==> config.mk <==
export PLATFORM = sky130hd
export DESIGN_NAME = line_fifo
export DESIGN_NICKNAME = d
export VERILOG_FILES = /design/src/rtl/avg_pkg.sv /design/src/rtl/line_fifo_ram.sv /design/src/rtl/line_fifo.sv
export SDC_FILE = /design/constraint.sdc
export NUM_CORES = 1
export LEC_CHECK = 0
export BUFFER_PORTS_ARGS = -buffer_cell sky130_fd_sc_hd__buf_2
export CAP_MARGIN = 40
export CORE_UTILIZATION = 55
export DETAILED_ROUTE_END_ITERATION = 10
export HOLD_SLACK_MARGIN = 0.12
export PLACE_DENSITY_LB_ADDON = 0.08
export RECOVER_POWER = 25
export SETUP_SLACK_MARGIN = 0.2
export SLEW_MARGIN = 20
export SYNTH_ARGS = -nofsm -noshare
export SYNTH_HDL_FRONTEND = slang
export SYNTH_SLANG_ARGS = --single-unit
==> constraint.sdc <==
create_clock -name clk -period 11.3 [get_ports clk]
set_input_delay 2.26 -clock clk [delete_from_list [all_inputs] [get_ports clk]]
set_output_delay 2.26 -clock clk [all_outputs]
set_load 0.01 [all_outputs]
==> src/rtl/avg_pkg.sv <==
//==============================================================================
// Module      : avg_pkg
// Description : Shared types and defaults for the vector generator line path.
// Revision    : 1.0 - parameterised line FIFO support
//==============================================================================
`timescale 1ns/1ps
`default_nettype none

package avg_pkg;

    localparam int COORD_W_DEF = 11;
    localparam int COLOR_W_DEF = 3;
    localparam int DEPTH_DEF   = 8;

    // One line segment at the default widths; packing order is sx (MSBs) down to color (LSBs)
    typedef struct packed {
        logic [COORD_W_DEF-1:0] sx;
        logic [COORD_W_DEF-1:0] sy;
        logic [COORD_W_DEF-1:0] ex;
        logic [COORD_W_DEF-1:0] ey;
        logic [COLOR_W_DEF-1:0] color;
    } line_t;

    // Packed width of one segment for arbitrary coordinate/colour widths
    function automatic int line_width(input int coord_w, input int color_w);
        return 4 * coord_w + color_w;
    endfunction

endpackage

`default_nettype wire

==> src/rtl/line_fifo_ram.sv <==
//==============================================================================
// Module      : line_fifo_ram
// Description : DEPTH x WIDTH register file, one synchronous write port and
//               one combinational read port. Contents are not reset.
// Revision    : 1.0 - initial release
//==============================================================================
`timescale 1ns/1ps
`default_nettype none

module line_fifo_ram #(
    parameter int DEPTH = 8,
    parameter int WIDTH = 47
) (
    input  logic                     clk,
    input  logic                     we,
    input  logic [$clog2(DEPTH)-1:0] waddr,
    input  logic [WIDTH-1:0]         wdata,
    input  logic [$clog2(DEPTH)-1:0] raddr,
    output logic [WIDTH-1:0]         rdata
);

    logic [DEPTH-1:0][WIDTH-1:0] r_mem;

    // Write one entry per cycle; no reset because empty slots are never read out
    always_ff @(posedge clk) begin
        if (we) begin
            r_mem[waddr] <= wdata;
        end
    end

    assign rdata = r_mem[raddr];

endmodule

`default_nettype wire

==> src/rtl/line_fifo.sv <==
//==============================================================================
// Module      : line_fifo
// Description : First-word-fall-through FIFO of line segments between the
//               vector generator core and the line rasteriser. Edge or level
//               write mode, almost-full, occupancy, flush, sticky overflow.
// Revision    : 1.0 - replaces the fixed 11-bit depth-8 line queue
//==============================================================================
`timescale 1ns/1ps
`default_nettype none

module line_fifo
    import avg_pkg::*;
#(
    parameter int COORD_W   = COORD_W_DEF,
    parameter int COLOR_W   = COLOR_W_DEF,
    parameter int DEPTH     = DEPTH_DEF,
    parameter int AFULL_LVL = DEPTH - 2,
    parameter bit EDGE_WR   = 1'b1
) (
    input  logic                     clk,
    input  logic                     rst_b,
    input  logic                     flush,
    input  logic                     wr,
    input  logic [COORD_W-1:0]       in_sx,
    input  logic [COORD_W-1:0]       in_sy,
    input  logic [COORD_W-1:0]       in_ex,
    input  logic [COORD_W-1:0]       in_ey,
    input  logic [COLOR_W-1:0]       in_color,
    input  logic                     rd,
    output logic [COORD_W-1:0]       out_sx,
    output logic [COORD_W-1:0]       out_sy,
    output logic [COORD_W-1:0]       out_ex,
    output logic [COORD_W-1:0]       out_ey,
    output logic [COLOR_W-1:0]       out_color,
    output logic                     empty,
    output logic                     full,
    output logic                     afull,
    output logic [$clog2(DEPTH):0]   level,
    output logic                     overflow
);

    localparam int c_aw = $clog2(DEPTH);
    localparam int c_lw = c_aw + 1;
    localparam int c_ew = line_width(COORD_W, COLOR_W);

    localparam logic [c_lw-1:0] c_lvl_full  = c_lw'(DEPTH);
    localparam logic [c_lw-1:0] c_lvl_afull = c_lw'(AFULL_LVL);
    localparam logic [c_lw-1:0] c_lvl_one   = c_lw'(1);
    localparam logic [c_aw-1:0] c_ptr_one   = c_aw'(1);

    logic [c_aw-1:0] r_wr_ptr;
    logic [c_aw-1:0] r_rd_ptr;
    logic [c_lw-1:0] r_level;
    logic            r_overflow;

    logic            w_wr_eff;
    logic            w_pop;
    logic            w_push;
    logic            w_drop;
    logic            w_empty;
    logic            w_full;
    logic [c_ew-1:0] w_wdata;
    logic [c_ew-1:0] w_rdata;
    logic [c_ew-1:0] w_head;

    // Write qualification: edge mode pushes once per rising edge of wr
    generate
        if (EDGE_WR) begin : g_edge_wr
            logic r_wr_q;

            // Delayed copy of wr for edge detection; keeps running through flush
            always_ff @(posedge clk or negedge rst_b) begin
                if (!rst_b) begin
                    r_wr_q <= 1'b0;
                end else begin
                    r_wr_q <= wr;
                end
            end

            assign w_wr_eff = wr && !r_wr_q;
        end else begin : g_level_wr
            assign w_wr_eff = wr;
        end
    endgenerate

    // Level is kept separately from the pointers so full and empty never alias
    assign w_empty = (r_level == '0);
    assign w_full  = (r_level == c_lvl_full);
    assign w_pop   = rd && !w_empty;
    assign w_push  = w_wr_eff && (!w_full || w_pop);
    assign w_drop  = w_wr_eff && w_full && !w_pop;
    assign w_wdata = {in_sx, in_sy, in_ex, in_ey, in_color};

    // Pointer and occupancy tracking; flush wins over push and pop
    always_ff @(posedge clk or negedge rst_b) begin
        if (!rst_b) begin
            r_wr_ptr <= '0;
            r_rd_ptr <= '0;
            r_level  <= '0;
        end else if (flush) begin
            r_wr_ptr <= '0;
            r_rd_ptr <= '0;
            r_level  <= '0;
        end else begin
            if (w_push) begin
                r_wr_ptr <= r_wr_ptr + c_ptr_one;
            end
            if (w_pop) begin
                r_rd_ptr <= r_rd_ptr + c_ptr_one;
            end
            if (w_push && !w_pop) begin
                r_level <= r_level + c_lvl_one;
            end else if (w_pop && !w_push) begin
                r_level <= r_level - c_lvl_one;
            end
        end
    end

    // Sticky record of a dropped write; only reset or flush clears it
    always_ff @(posedge clk or negedge rst_b) begin
        if (!rst_b) begin
            r_overflow <= 1'b0;
        end else if (flush) begin
            r_overflow <= 1'b0;
        end else if (w_drop) begin
            r_overflow <= 1'b1;
        end
    end

    line_fifo_ram #(
        .DEPTH (DEPTH),
        .WIDTH (c_ew)
    ) u_ram (
        .clk   (clk),
        .we    (w_push && !flush),
        .waddr (r_wr_ptr),
        .wdata (w_wdata),
        .raddr (r_rd_ptr),
        .rdata (w_rdata)
    );

    // Head entry falls through; forced to zero so stale slots never leak out
    assign w_head = w_empty ? '0 : w_rdata;
    assign {out_sx, out_sy, out_ex, out_ey, out_color} = w_head;

    assign empty    = w_empty;
    assign full     = w_full;
    assign afull    = (r_level >= c_lvl_afull);
    assign level    = r_level;
    assign overflow = r_overflow;

endmodule

`default_nettype wire
== Word-level counts from Yosys, hierarchy flattened ==
Cells that the tools add are included.
Storage, ports and cells
  register bits: 388
  input port bits: 52
  output and inout port bits: 55
  logic and storage cells: 58
Operators by class
  $add $sub $neg: 4
  order comparisons: 4
  equality and inequality tests: 1
  mux-type cells: 15
  reductions and logical operators: 21
Operators by type and width (count)
  $bwmux W376: 1
  $bmux W47 S3: 1
  $demux W47 S3: 1
  $mux W47: 3
  $mux W3: 4
  $mux W4: 3
  $logic_and A1 B1 Y1: 9
  $lt A3 B4 Y1 const B: 2
  $add A3 B1 Y3 const B: 2
  $logic_not A1 Y1: 6
  $reduce_bool A2 Y1: 3
  $add A4 B1 Y4 const B: 1
  $eq A4 B4 Y1 const B: 1
  $ge A4 B3 Y1 const B: 1
  $logic_not A4 Y1: 1
  $sub A4 B1 Y4 const B: 1
  $ge A3 B1 Y1 const B: 1
  $reduce_bool A3 Y1: 1
  $mux W1: 2
  $logic_or A1 B1 Y1: 1

== Depth between registers and ports, before layout ==
Gate-level depths: netlist (run 1).
  depth after elaboration: 10
  depth in mapped cells: 9
  mapped depth without buffers: 9

== Modules after synthesis ==
A second synthesis (run 1) with hierarchy kept.
Unflattened totals
  cells, all modules: 709
  area total of the unflattened synthesis: 15344.7 um^2
Modules (own cells, without submodules)
  line_fifo_ram: instances 1, cells an instance 556, area an instance 14158.6 um^2, sequential area each 11290.8 um^2
  line_fifo: instances 1, cells an instance 153, area an instance 1186.1 um^2, sequential area each 300.3 um^2

== Worst setup path before layout (run 1) ==
No wires, ideal clock.
  path kind: input to register
  start point: in wr
  end point: reg u_ram.r_mem[0] (netlist bit), enable pin
  library setup time: 568 ps
  data arrival time: 7456 ps
  required time: 10732 ps
  setup slack: 3277 ps
  stages on the path: 4
  path through: nor2b_1 > o21ai_1 > or2_2 > nor4_1
On the way
  cells in the longest elaborated chain, start to end: 3
Ends and longest elaborated chain
  from (decl): line line_fifo.sv:23  | input logic wr,
  $logic_and A1 B1 Y1: line line_fifo.sv:80  | assign w_wr_eff = wr && !r_wr_q;
  $logic_and A1 B1 Y1: line line_fifo.sv:90  | assign w_push = w_wr_eff && (!w_full || w_pop);
  $logic_and A1 B1 Y1: line line_fifo.sv:135  | .we (w_push && !flush),
  to (signal, indexed assignment): line line_fifo_ram.sv:27  | r_mem[waddr] <= wdata;
  to (decl): line line_fifo_ram.sv:22  | logic [DEPTH-1:0][WIDTH-1:0] r_mem;
No other way between the ends.
A chain may end at the register's enable or synchronous reset.

== Final worst setup path (run 1) ==
  start point: reg r_rd_ptr[0]
  end point: out out_color[1]
On the way
  cells in the longest elaborated chain, start to end: 3
Ends and longest elaborated chain
  from (decl): line line_fifo.sv:52  | logic [c_aw-1:0] r_rd_ptr;
  from (signal assigned): line line_fifo.sv:109  | r_rd_ptr <= r_rd_ptr + c_ptr_one;
  $bmux W47 S3: line line_fifo_ram.sv:31  | assign rdata = r_mem[raddr];
  $mux W47 (not written as such): line line_fifo_ram.sv:31
  $mux W47: line line_fifo.sv:143  | assign w_head = w_empty ? '0 : w_rdata;
  to (decl): line line_fifo.sv:34  | output logic [COLOR_W-1:0] out_color,
No other way between the ends. The select of a mux whose other input is x is not followed.

==> results of run 1 <==
-- kinds of logic (layout without fill, tap and decap cells) --
family / after synthesis / in the layout / share of synthesized area (%)
XOR/XNOR: 4 / 4 / 0.232
buffers and inverters: 42 / 190 / 1.41
multiplexers: 143 / 143 / 17.3
other: 0 / 1 / 0
adder cells (fa/ha/maj): 5 / 5 / 0.465
flip-flops: 388 / 388 / 76.9
AO/OA/AOI/OAI: 16 / 16 / 0.897
AND/OR/NAND/NOR: 89 / 89 / 2.73
-- worst max-delay path by stage --
stage | end | slack [ns] | cells past startpoint
after global placement | out_ex[1] | 5.88 | 5
after detailed placement | out_color[1] | 6.19 | 7
after CTS | out_color[1] | 5.62 | 7
final | out_color[1] | 5.70 | 7
after global routing | out_ey[1] | 5.47 | 7
after floorplan | u_ram.r_mem[0]$_DFFE_PP_ | 3.28 | 4
-- flip-flops by register name (all words and copies together) (netlist names) --
register and count:
g_edge_wr.r_wr_q 1, r_wr_ptr 3, r_rd_ptr 3, overflow 1, u_ram.r_mem 376, level 4
-- power by group through the flow --
stage | clock network, mW | registers (mW) | logic, mW
2_1_floorplan | 0 | 1.64 | 0.647
3_3_place_gp | 0 | 1.71 | 0.823
3_5_place_dp | 0 | 1.68 | 0.895
4_1_cts | 1.17 | 1.65 | 0.898
5_1_grt | 1.22 | 1.65 | 0.953
6_report | 1.15 | 1.64 | 0.878
-- stage by stage --
stage,hold slack [ns],instances,worst slack [ns],area [um^2],util [%]
floorplan,0.529,687,3.28,15100,-
global placement,0.476,1108,5.88,16000,59.3
detailed placement,0.497,1113,6.19,16100,59.7
CTS,0.513,1175,5.62,17200,63.8
global route,0.559,1176,5.47,17200,63.8
finish,0.502,1177,5.70,17200,63.8
-- critical path, cell delays in order, from the launching register on --
cell     delay, ns
dfrtp_4       0.66
buf_16        0.30
buf_4         0.49
buf_12        0.30
mux4_2        0.53
mux2i_1       0.25
nor2_1        0.08
buf_2         0.17
-- metal layers --
metal / routed length [um] / track usage (%)
met5: 0 / 0
met4: 608 / 6.02
met3: 1470 / 3.31
met2: 15000 / 37.2
met1: 11700 / 27.7
-- layout make-up --
cell class | instances | area [um^2] | area share [%]
sequential | 388 | 11600 | 67.5
multi-input combinational | 257 | 3320 | 19.3
clock buffer | 49 | 1010 | 5.90
timing repair buffer | 123 | 709 | 4.13
tap | 341 | 427 | 2.48
clock inverter | 13 | 91.3 | 0.531
inverter | 5 | 20.0 | 0.116
antenna | 1 | 2.50 | 0.0146
-- layout by cell type, fill, tap and decap left out, types with 6 or more instances in the layout --
cell type    n
nand2_1      7
buf_4       11
dfrtp_1      9
clkbuf_16   39
nor2_1      56
edfxtp_1   376
clkbuf_1    41
clkinv_2     7
nor2_4       6
mux4_2      94
buf_2       75
mux2i_1     48
==> metrics.txt, run 1 <==
Worst IR Drop VDD=181 uV; P&R area growth vs syn=14.1%; Required @ worst endpoint=9.04 ns; die height=168 um; R2R Path Start=level[1]$_DFFE_PN0P_; Die ar.=28100 um^2; pins over their slew limit=0; gpl congestion=0.778; leakage power=5.44 nW; Max-cap violations=0; first-pass GRT wire length=43700 um; Mapped Area=15100 um^2; # port buffers=106; CTS Sinks=388; antenna violations before repair=1; DRT Pass-1 Iters=5; I/O pins=107; Die X=168 um; total power=3.67 mW; Hold Crit Class=reg2reg; CTS root buffer=clkbuf_16; row cnt=60; vias=7010; crit start category=register; TritonCTS buffer count=39; drt wl/cell=24.5 um; Worst Path Max Fanout=33; period utilization=49.5%; clock skew=0.00745 ns; Setup crit end kind=output pin; Setup-failing EPs final=0; hpwl dp=15700 um; grt ovf=0; clock latency on the worst-skew pair=0.51 ns; actual slew at the worst max-slew pin=0.816 ns; cts-stage hold buffer count=0; unrepaired setup endpoints after global routing=no; Yosys top cell area share=74.9%; hold path depth=2; PD cells=213 nW/um^2; Clock power frac=31.3%; Total Routed Length=28900 um; Setup Crit Path Kind=reg2out; combinational share of power=23.9%; Post-Synthesis Cells=687; Core Area=27000 um^2; CTS tree=done; Initial Util=55.9%; Remaining DRCs=0; sequential element share of the synthesized area=76.9%; async set or reset register ratio after synthesis=3.09%; GR Util All Layers=21.2%; Netlist cell types=42; switching power=995 uW; CP startpoint=r_rd_ptr[0]$_DFFE_PN0P_; Resized Gates After CTS=0; Post-synth EDFFs=376; TNS Setup=0 ns; synth warn=0; Pint=2.67 mW; most frequent cell after synthesis=edfxtp_1; highest clock rate=0.179 GHz; Hold EP=overflow$_DFFE_PN0P_; number of global-route vias before repair=7434; share of cells above drive strength 1=30.8%; initial DRC count=446; Filler cells=1841; Synth area leader=edfxtp_1; minimum clock period=5.60 ns; Worst R2R End=level[3]$_DFFE_PN0P_; pin count of the biggest net entering global routing=46; Slew headroom=45.6%; synth top area cells=edfxtp_1 (75%), mux4_2 (14%), mux2i_1 (3.2%); Final Hold Vio Count=0; FF+latch count, synth=388; Worst R2R Path Depth=8; Main synth FF type=edfxtp_1; status=finished clean; worst path arrival time=3.34 ns; post-CTS setup buffer count=0; r2r setup slk=8.31 ns; ANT nets after route=0; clk buf depth=3; final net count=871; vias per cell=5.96; Synth top cells by count=edfxtp_1 (376), mux4_2 (94), nor2_1 (62); Syn Nets=744; clock-pin slew on the worst setup and hold paths=0.06 ns; Avg Inst Size Synth=21.9 um^2; sw frac=27.1%; H-Tree Depth=2; min-delay src=overflow$_DFFE_PN0P_; Flop pwr share=44.8%
Power figures use the tool's default switching activity.
==> inputs of run 2 (changes only) <==
Settings changed: ABC_AREA set to 1, CORE_UTILIZATION 55 to 54.
Clock period 11.3 ns to 4.9 ns, I/O delays scaled along.
==> metrics.txt, run 2 <==
drt wl/cell=19.5 um; Required @ worst endpoint=3.92 ns; met1 usage=31.3%; hpwl dp=17300 um; leakage power=6.06 nW; crit-path cells=buf_12 -> inv_6 -> buf_4 -> o21ai_0 -> o22ai_1 -> nor2_1 -> nor2_1 -> buf_2; clock-pin slew on the worst setup and hold paths=0.06 ns; GRT busiest layer=met2; unrepaired setup endpoints after global routing=no; FF+latch count, synth=388; clock latency on the worst-skew pair=0.53 ns; CTS Sinks=388; final net count=1362; Post-Synthesis Cells=1213; Synth top cells by count=edfxtp_1 (376), nor2_1 (345), o21ai_0 (144); initial DRC count=847; highest clock rate=0.251 GHz; Max-cap violations=0; row cnt=61; Remaining DRCs=0; Die ar.=29400 um^2; Worst Path Max Fanout=67; most used cell, CP=nor2_1; P&R area growth vs syn=13.7%; grt ovf=0; cts-stage hold buffer count=0; I/O pins=107; CTS root buffer=clkbuf_16; Worst IR Drop VDD=336 uV; CP max stage cell=dfrtp_4; ANT nets after route=0; clock skew=0.0109 ns; Core Area=28000 um^2; antenna violations before repair=2; most frequent cell after synthesis=edfxtp_1; first-pass GRT wire length=51100 um; r2r setup slk=2.15 ns; post-CTS setup buffer count=0; async set or reset register ratio after synthesis=3.09%; TritonCTS buffer count=41; pin count of the biggest net entering global routing=82; gpl congestion=0.747; worst path arrival time=3.00 ns; Hold Crit Class=in2async; Final Hold Vio Count=0; flip-flop count of the largest register after layout=376; CP peak stage delay=0.62 ns; vias per cell=5.70; actual slew at the worst max-slew pin=0.811 ns; pins over their slew limit=0; hold_ws=0.490 ns; number of global-route vias before repair=9283; synth top area cells=edfxtp_1 (73%), nor2_1 (8.4%), o21ai_0 (4.6%); Main synth FF type=edfxtp_1; # port buffers=106; vias=9792; GR Util All Layers=23.2%; WP buf/inv=4; H-Tree Depth=2; Crit path max-delay family=buffers and inverters; DRT Pass-1 Iters=5; Biggest register=u_ram.r_mem; most frequent cells in the layout=edfxtp_1 (376), nor2_1 (337), o21ai_0 (144); PD cells=533 nW/um^2; Initial Util=55.4%; minimum clock period=3.98 ns; CTS tree=done; Mapped Area=15500 um^2; Setup-failing EPs final=0; crit start category=register; Synth area leader=edfxtp_1; Total Routed Length=33400 um; share of cells above drive strength 1=11.9%; grt met3 use=3.77%; Yosys top cell area share=72.8%; GRT met2 Usage=38.6%; period utilization=81.3%; Setup Crit Path Kind=reg2out; status=finished clean; clk buf depth=3; Setup crit end kind=output pin; Post-synth EDFFs=376; TNS Setup=0 ns; Resized Gates After CTS=0; synth warn=0; Syn Nets=1270; Die X=171 um; sequential element share of the synthesized area=74.8%; Slew headroom=46.0%; Avg Inst Size Synth=12.8 um^2; die height=171 um; most common library cell in the layout ignoring fill and taps=edfxtp_1; Netlist cell types=29
## run 2: cell count changes after synthesis, sizes merged, moves of 45 or more
cell and delta:
mux2i -48, mux4 -94, nand2 +70, nor2 +285, o211ai +45, o21ai +192, o22ai +47
## run 2: area by class of cell
class	instances	area [um^2]
sequential	388	11600
fill	2178	10400
multi-input combinational	732	3450
clock buffer	57	1130
timing repair buffer	126	772
tap	378	473
clock inverter	19	133
inverter	16	65.1
antenna	1	2.50
## run 2: cells by family after synthesis
family / after synthesis / share of synthesized area [%]
flops: 388 / 74.8
xor+xnor: 1 / 0.0565
compound gates: 295 / 10.7
buf+inv: 93 / 3.43
simple gates: 431 / 10.6
fa+ha+maj: 5 / 0.452
## run 2: metal layers
layer	wire, um	share of wire, %
met2	16100	48
met3	2080	6.2
met5	13	0.039
met4	617	1.8
met1	14600	44
## run 2: final timing paths
check	start	endpoint	depth (start not counted)
setup / recovery	r_rd_ptr[0]$_DFFE_PN0P_	out_ey[3]	8
hold / removal	rst_b	r_wr_ptr[2]$_DFFE_PN0P_	1
max in group asynchronous	rst_b	r_rd_ptr[0]$_DFFE_PN0P_	1
hold reg to reg	overflow$_DFFE_PN0P_	overflow$_DFFE_PN0P_	2
min in group clk	overflow$_DFFE_PN0P_	overflow$_DFFE_PN0P_	2
setup reg to reg	level[2]$_DFFE_PN0P_	level[3]$_DFFE_PN0P_	13
## run 2: stage by stage
stage	utilization (%)	instance area [um^2]	std cells	setup slack [ns]	power [mW]
6_report	62.9	17600	1717	0.916	9.39
5_1_grt	62.9	17600	1717	0.756	9.89
3_3_place_gp	58.4	16400	1638	1.41	6.49
2_1_floorplan	-	15500	1213	0.833	5.73
4_1_cts	63.0	17600	1715	0.789	9.44
3_5_place_dp	58.5	16400	1639	1.38	6.55
## run 2: report_power, final
group	switching [mW]	total [mW]	internal (mW)
Clock	1.19	2.90	1.71
Combinational	1.80	2.68	0.881
Sequential	0.109	3.80	3.69
==> inputs of run 3 (changes only) <==
Clock period 4.9 ns to 3.2 ns, I/O delays scaled along.
==> metrics.txt, run 3 (synthesized netlist as in run 2, its figures left out) <==
I/O pins=107; gpl congestion=0.737; clk buf depth=3; final net count=1388; leakage power=6.29 nW; die height=171 um; PD cells=830 nW/um^2; row cnt=61; Remaining DRCs=0; GR Util All Layers=24.0%; number of global-route vias before repair=9396; Core Area=28000 um^2; Setup-failing EPs final=0; min-delay src=wr; hold path depth=1; Filler cells=2168; Total Routed Length=34800 um; most common library cell in the layout ignoring fill and taps=edfxtp_1; actual slew at the worst max-slew pin=0.626 ns; WP buf/inv=3; Die ar.=29400 um^2; CTS root buffer=clkbuf_16; antenna violations before repair=4; Hold Crit Class=in2reg; crit start category=register; Area after DPL=16700 um^2; crit-path cells=inv_6 -> buf_12 -> nor2_1 -> o211ai_1 -> nand2_1 -> nor2_1 -> buf_2; TNS Setup=0 ns; CP max stage cell=dfrtp_4; Biggest register=u_ram.r_mem; Final Hold Vio Count=0; CTS Sinks=388; vias per cell=5.64; flip-flop count of the largest register after layout=376; period utilization=91.8%; area of the multi-input gates=3440 um^2; r2r setup slk=0.98 ns; pin count of the biggest net entering global routing=49; CP peak stage delay=0.59 ns; clock skew=0.0213 ns; Worst R2R End=level[3]$_DFFE_PN0P_; Hold EP=g_edge_wr.r_wr_q$_DFF_PN0_; Max-cap violations=0; Crit path max-delay family=flip-flops; Setup crit end kind=output pin; Worst Path Max Fanout=48; status=finished clean; unrepaired setup endpoints after global routing=yes; pins over their slew limit=0; clock-pin slew on the worst setup and hold paths=0.06 ns; grt ovf=0; Worst IR Drop VDD=536 uV; most frequent cells in the layout=edfxtp_1 (376), nor2_1 (337), o21ai_0 (144); total power=15.0 mW; initial DRC count=832; # port buffers=106; most used cell, CP=nor2_1; P&R area growth vs syn=16.4%; vias=9808; fin area=18100 um^2; Required @ worst endpoint=2.56 ns; sequential cell area=11600 um^2; R2R Path Start=level[2]$_DFFE_PN0P_; first-pass GRT wire length=52700 um; minimum clock period=2.94 ns; Slew headroom=58.3%; Setup Crit Path Kind=reg2out; hpwl dp=17800 um; hold_ws=0.236 ns; ANT nets after route=0; worst path arrival time=2.30 ns; highest clock rate=0.341 GHz; drt wl/cell=20.0 um; DRT Pass-1 Iters=6; Initial Util=55.4%; clock latency on the worst-skew pair=0.52 ns; CTS tree=done; Worst R2R Path Depth=13; TritonCTS buffer count=40; share of cells above drive strength 1=14.4%; H-Tree Depth=2; Die X=171 um
-- run 3: how the worst max path moves through the flow --
stage                                  startpoint                        to  cells after the start
after floorplan                                wr  u_ram.r_mem[0]$_DFFE_PP_                      6
after global placement    r_rd_ptr[0]$_DFFE_PN0P_                 out_ey[2]                      6
after detailed placement  r_rd_ptr[0]$_DFFE_PN0P_                 out_ex[2]                      9
after CTS                 r_rd_ptr[1]$_DFFE_PN0P_                 out_sy[6]                      7
after global routing      r_rd_ptr[0]$_DFFE_PN0P_                 out_ey[3]                      9
final                     r_rd_ptr[0]$_DFFE_PN0P_                 out_ey[0]                      7
-- run 3: what timing repair did --
item | 4_1_cts | 5_1_grt
resized for setup | 1 | 2
cloned | 0 | 1
buffers inserted | 2 | 4
hold endpoints to repair | 12 | 0
hold buffers | 1 | 0
setup endpoints to repair | 12 | 18
-- run 3: per-layer routing --
layer	global-route usage (%)	up-vias	share of wire, %
li1	-	4619	-
met4	6.60	4	1.9
met2	40.6	281	49
met3	3.80	55	5.3
met5	0	-	0.078
met1	32.5	4849	44
-- run 3: metrics by stage --
step	instances	worst slack, ns	util, %
after floorplan	1213	-0.527	-
after global placement	1659	0.735	59.5
after detailed placement	1659	0.721	59.5
after CTS	1731	0.228	64.3
after global routing	1736	0.193	64.4
final	1738	0.264	64.5
-- run 3: worst register-to-register path: stages, from the launching register on --
cell     delay (ns)
dfrtp_1        0.43
nor2_1         0.20
nand2_2        0.20
nand2_2        0.20
nand3_2        0.14
ha_1           0.35
a21oi_1        0.18
nand2_1        0.07
nand2_1        0.07
nand2_1        0.05
nand2_1        0.06
nand2_1        0.05
nand2_1        0.06
nand2_1        0.05
-- run 3: cell type report --
type / instances / share of cell area (%)
flip-flops and latches: 388 / 64.3
multi-input cells: 732 / 19.1
repair buffers: 153 / 6.43
clock buffers: 47 / 5.81
well taps: 378 / 2.62
clock inverters: 22 / 1.42
inverters: 16 / 0.360
diodes: 2 / 0.0277
-- run 3: power by group --
part           switching (mW)  total, mW  internal, mW
combinational            2.94       4.59          1.65
clock                    1.79       4.61          2.81
sequential              0.135       5.79          5.66
total                    4.86       15.0          10.1
